**config.mk**
```make
export PLATFORM = sky130hd
export DESIGN_NAME = timer_sched
export DESIGN_NICKNAME = d
export VERILOG_FILES = /design/src/rtl/timer_sched.sv
export SDC_FILE = /design/constraint.sdc
export NUM_CORES = 1
export LEC_CHECK = 0
export ABC_AREA = 1
export BUFFER_PORTS_ARGS = -buffer_cell sky130_fd_sc_hd__buf_4
export CORE_MARGIN = 5
export CORE_UTILIZATION = 41
export CTS_CLUSTER_SIZE = 8
export DETAILED_ROUTE_END_ITERATION = 6
export GPL_ROUTABILITY_DRIVEN = 0
export GPL_TIMING_DRIVEN = 0
export PLACE_DENSITY = 0.55
export SETUP_SLACK_MARGIN = 0.1
export SYNTH_ARGS = -nofsm -noshare
export SYNTH_HDL_FRONTEND = slang
export SYNTH_SLANG_ARGS = --single-unit
export TNS_END_PERCENT = 5
```
**constraint.sdc**
```tcl
create_clock -name Bus2IP_Clk -period 6.9 [get_ports Bus2IP_Clk]
set_input_delay 0.69 -clock Bus2IP_Clk [delete_from_list [all_inputs] [get_ports Bus2IP_Clk]]
set_output_delay 0.69 -clock Bus2IP_Clk [all_outputs]
set_load 0.01 [all_outputs]
```
**src/rtl/timer_sched.sv**
```systemverilog
// timer_sched: four-channel microsecond timer scheduler behind a CE-decoded slave port.
// Register map (by CE index k, CE bit C_NUM_REG-1-k): 0 CTRL, 1 PEND, 2-5 PERIOD0-3,
// 6 CHCTRL, 7 COUNT. One shared decrement/compare datapath is time-multiplexed over the
// channels by a 4-cycle scan (IDLE -> SCAN0..SCAN3 -> IDLE).
// Optional feature: define TIMER_SCHED_OVERRUN_EN to latch dropped ticks in CTRL bit8.
// Bus handshake: RdAck/WrAck are the OR of the respective CE bits in the same cycle;
// there is no wait state and Error is always 0.
module timer_sched #(
  parameter int C_NUM_REG    = 8,
  parameter int C_SLV_DWIDTH = 32
) (
  input  logic                      Bus2IP_Clk,
  input  logic                      Bus2IP_Resetn,
  input  logic                      Tick_Us,
  input  logic [C_SLV_DWIDTH-1:0]   Bus2IP_Data,
  input  logic [C_SLV_DWIDTH/8-1:0] Bus2IP_BE,
  input  logic [C_NUM_REG-1:0]      Bus2IP_RdCE,
  input  logic [C_NUM_REG-1:0]      Bus2IP_WrCE,
  output logic [C_SLV_DWIDTH-1:0]   IP2Bus_Data,
  output logic                      IP2Bus_RdAck,
  output logic                      IP2Bus_WrAck,
  output logic                      IP2Bus_Error,
  output logic                      Sched_Int,
  output logic [2:0]                o_dbg_state
);

  typedef enum logic [2:0] {
    S_IDLE  = 3'd0,
    S_SCAN0 = 3'd1,
    S_SCAN1 = 3'd2,
    S_SCAN2 = 3'd3,
    S_SCAN3 = 3'd4
  } state_t;

  state_t      r_state, w_state_nxt;
  logic        r_tick_pend, w_tick_pend_nxt;
  logic        r_en, r_ie;
  logic [1:0]  r_sel;
  logic [3:0]  r_pend, r_ch_en, r_ch_per, r_ch_mask;
  logic [31:0] r_period [4];
  logic [31:0] r_count  [4];
  logic        r_int;
  logic        w_overrun;

  logic [7:0]  w_wr_sel, w_rd_sel;
  logic [31:0] w_per_wr [4];
  logic [3:0]  w_pend_clr, w_en_new, w_en_rise, w_set;
  logic [1:0]  w_scan_ch;
  logic        w_scan_act, w_go, w_blk, w_fire, w_dec, w_upd, w_oneshot_clr;
  logic [31:0] w_cur_cnt, w_cur_period, w_scan_cnt;

  // Merge new write data into an old value under the byte enables.
  function automatic logic [31:0] f_merge(input logic [31:0] old_v, input logic [31:0] new_v,
                                          input logic [3:0] be);
    f_merge = old_v;
    for (int b = 0; b < 4; b++) begin
      if (be[b]) f_merge[b*8 +: 8] = new_v[b*8 +: 8];
    end
  endfunction

  // Chip-enable decode: register k sits on CE bit C_NUM_REG-1-k.
  always_comb begin
    w_wr_sel = '0;
    w_rd_sel = '0;
    for (int k = 0; k < 8; k++) begin
      w_wr_sel[k] = Bus2IP_WrCE[C_NUM_REG-1-k];
      w_rd_sel[k] = Bus2IP_RdCE[C_NUM_REG-1-k];
    end
  end

  // Write-side helpers: merged period data, PEND clear mask, channel-enable rising edges.
  always_comb begin
    for (int i = 0; i < 4; i++) w_per_wr[i] = f_merge(r_period[i], Bus2IP_Data, Bus2IP_BE);
    w_pend_clr = (w_wr_sel[1] && Bus2IP_BE[0]) ? Bus2IP_Data[3:0] : 4'd0;
    w_en_new   = (w_wr_sel[6] && Bus2IP_BE[0]) ? Bus2IP_Data[3:0] : r_ch_en;
    w_en_rise  = w_en_new & ~r_ch_en;
  end

  // Shared scan datapath: the channel under scan is decremented, fired or held; a bus
  // write to that channel's PERIOD or to CHCTRL in the same cycle suppresses the update.
  always_comb begin
    w_scan_act = (r_state != S_IDLE);
    case (r_state)
      S_SCAN1: w_scan_ch = 2'd1;
      S_SCAN2: w_scan_ch = 2'd2;
      S_SCAN3: w_scan_ch = 2'd3;
      default: w_scan_ch = 2'd0;
    endcase
    w_cur_cnt     = r_count[w_scan_ch];
    w_cur_period  = r_period[w_scan_ch];
    w_blk         = w_wr_sel[6] | w_wr_sel[2 + 32'(w_scan_ch)];
    w_fire        = w_scan_act & r_ch_en[w_scan_ch] & (w_cur_cnt == 32'd1) & ~w_blk;
    w_dec         = w_scan_act & r_ch_en[w_scan_ch] & (w_cur_cnt > 32'd1) & ~w_blk;
    w_upd         = w_fire | w_dec;
    w_oneshot_clr = w_fire & ~r_ch_per[w_scan_ch];
    w_set         = w_fire ? (4'b0001 << w_scan_ch) : 4'd0;
    if (w_fire) w_scan_cnt = r_ch_per[w_scan_ch] ? w_cur_period : 32'd0;
    else        w_scan_cnt = w_cur_cnt - 32'd1;
  end

  // Scan FSM next state and tick latch: a tick during a scan is held once, a second is dropped.
  always_comb begin
    w_state_nxt     = r_state;
    w_tick_pend_nxt = r_tick_pend;
    w_go            = r_en & (Tick_Us | r_tick_pend);
    case (r_state)
      S_IDLE: begin
        if (w_go) w_state_nxt = S_SCAN0;
        if (w_go || !r_en) w_tick_pend_nxt = 1'b0;
      end
      S_SCAN0: w_state_nxt = S_SCAN1;
      S_SCAN1: w_state_nxt = S_SCAN2;
      S_SCAN2: w_state_nxt = S_SCAN3;
      default: w_state_nxt = S_IDLE;
    endcase
    if (w_scan_act) begin
      if (!r_en)        w_tick_pend_nxt = 1'b0;
      else if (Tick_Us) w_tick_pend_nxt = 1'b1;
    end
  end

  // FSM state and tick-pending register.
  always_ff @(posedge Bus2IP_Clk or negedge Bus2IP_Resetn) begin
    if (!Bus2IP_Resetn) begin
      r_state     <= S_IDLE;
      r_tick_pend <= 1'b0;
    end else begin
      r_state     <= w_state_nxt;
      r_tick_pend <= w_tick_pend_nxt;
    end
  end

  // CTRL register fields (enable, interrupt enable, COUNT channel select).
  always_ff @(posedge Bus2IP_Clk or negedge Bus2IP_Resetn) begin
    if (!Bus2IP_Resetn) begin
      r_en  <= 1'b0;
      r_ie  <= 1'b0;
      r_sel <= 2'd0;
    end else if (w_wr_sel[0] && Bus2IP_BE[0]) begin
      r_en  <= Bus2IP_Data[0];
      r_ie  <= Bus2IP_Data[1];
      r_sel <= Bus2IP_Data[5:4];
    end
  end

`ifdef TIMER_SCHED_OVERRUN_EN
  logic r_overrun;
  logic w_drop, w_ovr_clr;
  assign w_drop    = w_scan_act & r_en & Tick_Us & r_tick_pend;
  assign w_ovr_clr = w_wr_sel[0] & Bus2IP_BE[1] & Bus2IP_Data[8];
  // Sticky overrun flag; a drop in the same cycle as a clear keeps it set.
  always_ff @(posedge Bus2IP_Clk or negedge Bus2IP_Resetn) begin
    if (!Bus2IP_Resetn)  r_overrun <= 1'b0;
    else if (w_drop)     r_overrun <= 1'b1;
    else if (w_ovr_clr)  r_overrun <= 1'b0;
  end
  assign w_overrun = r_overrun;
`else
  assign w_overrun = 1'b0;
`endif

  // Channel state: PEND, CHCTRL fields, periods and counts (bus writes beat scan updates).
  always_ff @(posedge Bus2IP_Clk or negedge Bus2IP_Resetn) begin
    if (!Bus2IP_Resetn) begin
      r_pend    <= 4'd0;
      r_ch_en   <= 4'd0;
      r_ch_per  <= 4'd0;
      r_ch_mask <= 4'd0;
      for (int i = 0; i < 4; i++) begin
        r_period[i] <= 32'd0;
        r_count[i]  <= 32'd0;
      end
    end else begin
      r_pend <= (r_pend & ~w_pend_clr) | w_set;
      if (w_wr_sel[6] && Bus2IP_BE[0]) begin
        r_ch_en  <= Bus2IP_Data[3:0];
        r_ch_per <= Bus2IP_Data[7:4];
      end else if (w_oneshot_clr) begin
        r_ch_en[w_scan_ch] <= 1'b0;
      end
      if (w_wr_sel[6] && Bus2IP_BE[1]) r_ch_mask <= Bus2IP_Data[11:8];
      for (int i = 0; i < 4; i++) begin
        if (w_wr_sel[2+i]) begin
          r_period[i] <= w_per_wr[i];
          r_count[i]  <= w_per_wr[i];
        end else if (w_wr_sel[6] && w_en_rise[i]) begin
          r_count[i] <= r_period[i];
        end else if (w_upd && (w_scan_ch == 2'(i))) begin
          r_count[i] <= w_scan_cnt;
        end
      end
    end
  end

  // Registered level interrupt.
  always_ff @(posedge Bus2IP_Clk or negedge Bus2IP_Resetn) begin
    if (!Bus2IP_Resetn) r_int <= 1'b0;
    else                r_int <= r_ie & |(r_pend & r_ch_mask);
  end

  // Read mux; zero when no read CE is active.
  always_comb begin
    IP2Bus_Data = '0;
    if (w_rd_sel[0]) IP2Bus_Data = {23'd0, w_overrun, 2'd0, r_sel, 2'd0, r_ie, r_en};
    if (w_rd_sel[1]) IP2Bus_Data = {28'd0, r_pend};
    for (int i = 0; i < 4; i++) begin
      if (w_rd_sel[2+i]) IP2Bus_Data = r_period[i];
    end
    if (w_rd_sel[6]) IP2Bus_Data = {20'd0, r_ch_mask, r_ch_per, r_ch_en};
    if (w_rd_sel[7]) IP2Bus_Data = r_count[r_sel];
  end

  assign IP2Bus_RdAck = |Bus2IP_RdCE;
  assign IP2Bus_WrAck = |Bus2IP_WrCE;
  assign IP2Bus_Error = 1'b0;
  assign Sched_Int    = r_int;
  assign o_dbg_state  = r_state;

endmodule

```
Yosys cells after proc, flatten, opt, wreduce, memory -nomap -nowiden
Index checks and enable logic that the tools add are counted.

storage, ports and cells
  flip-flop bits (word level) = 281
  bits in latches = 0
  bits in writable memories = 0
  memory bits (read-only) = 0
  output and inout port bits = 39
  word-level logic and storage cells = 153
  memories kept = 0

cells by class
  add/subtract/negate cells = 2
  multiply operators = 0
  div/mod/pow operators = 0
  magnitude comparators = 6
  equality and inequality tests = 9
  shift-type cells = 1
  multiplexer cells = 68
  bitwise operators = 23
  reduce and logical (&&, ||, !) cells = 26

operators by type and width
  operator                                             count
  2-to-1 mux 32 bit                                    27
  binary-select mux 32 bit (select 2 bit)              3
  2-to-1 mux 8 bit                                     16
  == test 32 x 1 -> 1 bit, second input constant       1
  > comparator 32 x 1 -> 1 bit, second input constant  1
  subtractor 32 x 1 -> 32 bit, second input constant   1
  2-to-1 mux 4 bit                                     5
  bitwise AND 4 bit                                    4
  OR reduction 8 bit                                   2
  nonzero test 3 bit                                   5
  logical AND 1 bit                                    13
  inverter 4 bit                                       3
  case mux 3 bit (4 select lines)                      1
  2-to-1 mux 1 bit                                     9
  bitwise AND 1 bit                                    8
  == test 3 x 2 -> 1 bit, second input constant        2
  >= comparator 3 bit, second input constant           2
  2-to-1 mux 6 bit                                     1
  inverter 2 -> 3 bit                                  2
  case mux 2 bit (3 select lines)                      1
  binary-select mux 1 bit (select 2 bit)               2
  == test 2 bit, second input constant                 2
  < comparator 3 x 4 -> 1 bit, second input constant   1
  bitwise OR 4 bit                                     1
  other kinds (19)                                     22

Longest topological paths before layout
  depth in word-level cells = 14
  mapped depth = 21
  depth with buffers taken out = 19

Least setup slack after synthesis
No wires, ideal clock.

  path type = reg-to-reg
  start = reg r_state[1], in the netlist o_dbg_state[1]
  end = reg r_count[100] (netlist bit)
  setup time = 0.122 ns
  data arrival time = 2.813 ns
  data required time = 6.778 ns
  path slack = 3.965 ns
  cell stages (with the launch flop) = 20
  path buffers = 4
  cells stage by stage = dfrtp_1 buf_4 o21ai_0 nand2_1 buf_4 buf_6 nand2_1 nor2_1 nor2_1 ha_1 inv_1 nor2_2 nand2_1 nor2_2 nand3_4 nand3_2 nand2_2 buf_2 nor2_1 a21oi_1

between the ends
  longest elaborated chain between the ends = 13
  elaborated cells between the ends (all ways) = 38
  those cells by class = add/sub: 2; order compare: 1; eq/ne: 4; mux: 18; bitwise: 9; reduce/logical: 4

RTL lines
  item                                                                   line  text
  from (decl)                                                            35    state_t r_state, w_state_nxt;
  from (signal assigned)                                                 128   r_state <= w_state_nxt;
  branches (longest 13 deep; another with > comparator 32 x 1 -> 1 bit)  --
  to (signal, indexed assignment)                                        185   r_count[i] <= w_per_wr[i];
  to (signal, indexed assignment)                                        187   r_count[i] <= r_period[i];
  to (signal, indexed assignment)                                        189   r_count[i] <= w_scan_cnt;
  to (decl)                                                              41    logic [31:0] r_count [4];

Several ways; the timed one is not identified. The select of a mux whose other input is x is not followed.
A chain may end at the register's enable or synchronous reset.

Worst setup path after layout
  start = in Bus2IP_RdCE[4]
  end = out IP2Bus_Data[31]

between the ends
  longest elaborated chain between the ends = 5

RTL lines
  item                             line  text
  from (decl)                      17    input logic [C_NUM_REG-1:0] Bus2IP_RdCE,
  2-to-1 mux 32 bit (3 in series)  207   if (w_rd_sel[2+i]) IP2Bus_Data = r_period[i];
  2-to-1 mux 32 bit                209   if (w_rd_sel[6]) IP2Bus_Data = {20'd0, r_ch_mask, r_ch_per, r_ch_en};
  2-to-1 mux 32 bit                210   if (w_rd_sel[7]) IP2Bus_Data = r_count[r_sel];
  to (decl)                        19    output logic [C_SLV_DWIDTH-1:0] IP2Bus_Data,

Every way passes these cells.

==> results.sh <==
export IMPL_slew_violations=0
export IMPL_drt_iter0_markers=4452
export IMPL_finClkSkew_ps=23.2
export IMPL_antenna_found_initial=2
export IMPL_synth_top_area_share_pct=33.3
export IMPL_reg2reg_from="o_dbg_state[1]"
export IMPL_synth_nets=3171
export IMPL_grt_use_met2_pct=56.5
export IMPL_rsz0062_at_grt="no"
export IMPL_yosysMostFrequentCell="nand2_1"
export IMPL_cts_htree_levels=2
export IMPL_synth_top_cells_by_count="651 x nand2_1, 582 x a21oi_1, 327 x nor2_1"
export IMPL_cts_resized=0
export IMPL_grt_max_degree=109
export IMPL_comb_power_share_pct=56.4
export IMPL_post_cts_setup_buffer_count=0
export IMPL_seqPwrFrac_pct=25.1
export IMPL_startpoint="Bus2IP_RdCE[4]"
export IMPL_clk_pin_slew_ps=50
export IMPL_nNetsFinal=3302
export IMPL_synthTopCellsByArea="dfrtp_1 33%, a21oi_1 14%, nand2_1 12%"
export IMPL_syn_area_per_cell_um2=6.79
export IMPL_power_density_nw_per_um2=436
export IMPL_drt_pass1_iterations=7
export IMPL_final_hold_viol_count=0
export IMPL_post_route_period_util_pct=69.6
export IMPL_synth_flop_cell="dfrtp_1"
export IMPL_power_leakage_uw=0.0109
export IMPL_die_area_um2=56200
export IMPL_crit_path_top_delay_cell="clkbuf_1"
export IMPL_routedWlPerCell_um=29.8
export IMPL_setup_viol=0
export IMPL_clkSinkCount=281
export IMPL_dpl_hpwl_um=83300
export IMPL_use_met3_pct=16.6
export IMPL_first_global_vias=24100
export IMPL_tightestPinTransition_ps=1390
export IMPL_vias_per_cell=6.52
export IMPL_initial_core_util_pct=41.3
export IMPL_ant_nets=0
export IMPL_timing_fmax_mhz=208
export IMPL_grtUsageTotal_pct=39.8
export IMPL_required_ps=6210
export IMPL_drc=5
export IMPL_cts_tree="yes"
export IMPL_die_w_um=237
export IMPL_grt_use_met1_pct=50.9
export IMPL_synth_seq_cells=281
export IMPL_drt_total_wl_um=117000
export IMPL_cp_start_kind="input port"
export IMPL_place_ws_ps=2570
export IMPL_yosys_warnings=0
export IMPL_relSlewSlack_pct=7.35
export IMPL_ir_drop_mv=0.246
export IMPL_path_buf_inv=3
export IMPL_switchingPower_uw=5540
export IMPL_cts_buffers=41
export IMPL_vias=25600
export IMPL_grt_pass1_wl_um=164000
export IMPL_cts_root_buf="clkbuf_16"
export IMPL_path_delay_family="buffers and inverters"
export IMPL_portBuffers=85
export IMPL_syn_area_um2=21100
export IMPL_clockPowerShare_pct=18.5
export IMPL_die_h_um=237
export IMPL_min_path_type="in2async"
export IMPL_finalCriticalPeriod_ps=4800
export IMPL_ctsLongestPathBuffers=3
export IMPL_path_cells="clkbuf_1, nor2_1, nor2_1, clkbuf_1, a221oi_1, o21ai_0, buf_4"
export IMPL_swShare_pct=53.3
export IMPL_gr_total_overflow=0
export IMPL_postLayoutCoreUtil_pct=46.5
export IMPL_yosysSeqAreaShare_pct=33.3
export IMPL_crit_path_end_kind="output port"
export IMPL_path_max_fanout=10
export IMPL_setup_tns_ps=0
export IMPL_areaGrowthSynthToFinish_pct=12.8
export IMPL_violations="design-rule violations"
export IMPL_outcome="complete, but fails checks"
export IMPL_critPathKind="in2out"
export IMPL_max_stage_delay_ps=850
export IMPL_top_usage_layer="met2"
export IMPL_p_total_uw=10400
export IMPL_synth_top_area_cell="dfrtp_1"
export IMPL_core_um2=51200
export IMPL_io_pins=94
export IMPL_fp_row_count=83
export IMPL_synth_edf_count=0
export IMPL_p_int_uw=4850
export IMPL_worst_ep_arrival_time_ps=4110
export IMPL_final_layout_size_suffix_gt1_share_pct=9.50
export IMPL_insertion_delay_ps=590
export IMPL_ys_types=49
export IMPL_setup_ws_ps=2100
export IMPL_holdBufCountCts=0
export IMPL_ys_async_sr_fraction_pct=100
export IMPL_maxCapViolCount=0
export IMPL_syn_inst=3114
## metal layers
metal  up-vias  wire [µm]  part of all wire [%]
li1      10800          -                     -
met1     12200      43600                    37
met2      2148      47500                    41
met3       562      17900                    15
met4         6       8050                   6.9
met5         -         42                 0.036
## worst paths after layout
kind	cells past startpoint	end	slack, ps
worst max-delay path	7	IP2Bus_Data[31]	2100
worst min-delay path	2	r_ch_per[2]	170
worst max register to register	19	r_count[110]	2320
worst min register to register	2	r_ch_per[0]	500
max in group asynchronous	3	r_count[81]	5680
min in group Bus2IP_Clk	3	r_ch_per[2]	340
## power by group through the flow
stage               clock, µW  combinational, µW  sequential, µW
floorplan                   0               3690            2370
global placement            0               5470            2580
detailed placement          0               5540            2580
CTS                      1920               5560            2560
global route             1980               6180            2630
finish                   1920               5860            2600
## worst register-to-register path: stages, from the launching register on
cell	delay [ps]
dfrtp_1	340
buf_4	170
nor2_2	60
nand2_2	190
buf_2	430
inv_1	210
nand2_1	120
nand3_1	80
nor2_1	430
ha_1	310
inv_1	110
nor2_2	250
nand2_1	220
nor2_2	370
nand3_4	190
nand3_2	260
nand2_2	210
buf_2	310
nor2_1	150
a21oi_1	50
## logic make-up after synthesis
kind of cell | share of synthesized area, %
xor+xnor | 0.249
fa+ha+maj | 0.118
flops | 33.3
compound gates | 27.7
buf+inv | 9.56
other cells | 0.0177
mux | 0.213
simple gates | 28.8
## sequential cells by signal, summed over array words and instances, names as in the netlist
register	count
r_count	128
r_period	128
r_ch_en	4
r_ch_mask	4
r_ch_per	4
r_pend	4
o_dbg_state	3
r_sel	2
Sched_Int	1
r_en	1
r_ie	1
r_tick_pend	1
## through the flow
stage	cell area, µm²	hold WS [ps]	std cells
after floorplan	21100	394	3114
after global placement	22600	473	3879
after detailed placement	22700	482	3882
after CTS	23800	205	3932
after global routing	23800	221	3932
final	23800	168	3934
## cell usage in the layout, fill, tap and decap left out, types with 9 or more instances in the layout
master / count
nand2_1: 651
a21oi_1: 582
nor2_1: 327
dfrtp_1: 281
inv_1: 239
nand3_1: 204
o21ai_0: 193
clkbuf_1: 138
o21bai_1: 128
buf_4: 101
o22ai_1: 45
clkbuf_16: 43
a22oi_1: 34
nand4_4: 30
buf_2: 29
buf_1: 26
nand3_2: 25
a221oi_1: 23
nor2_2: 18
buf_6: 13
nand2_2: 12
a31oi_1: 11
o21ai_1: 9
## cell type report
class | instances | area, µm²
clock inverter | 1 | 8.76
clock buffer | 49 | 1110
fill | 5361 | 27400
tap | 680 | 851
multi-input combinational | 2362 | 12100
inverter | 249 | 937
timing repair buffer | 88 | 728
sequential | 281 | 7030
antenna | 2 | 5.00
buffer | 222 | 1080
Note: power is estimated with default switching activity, not from simulation.
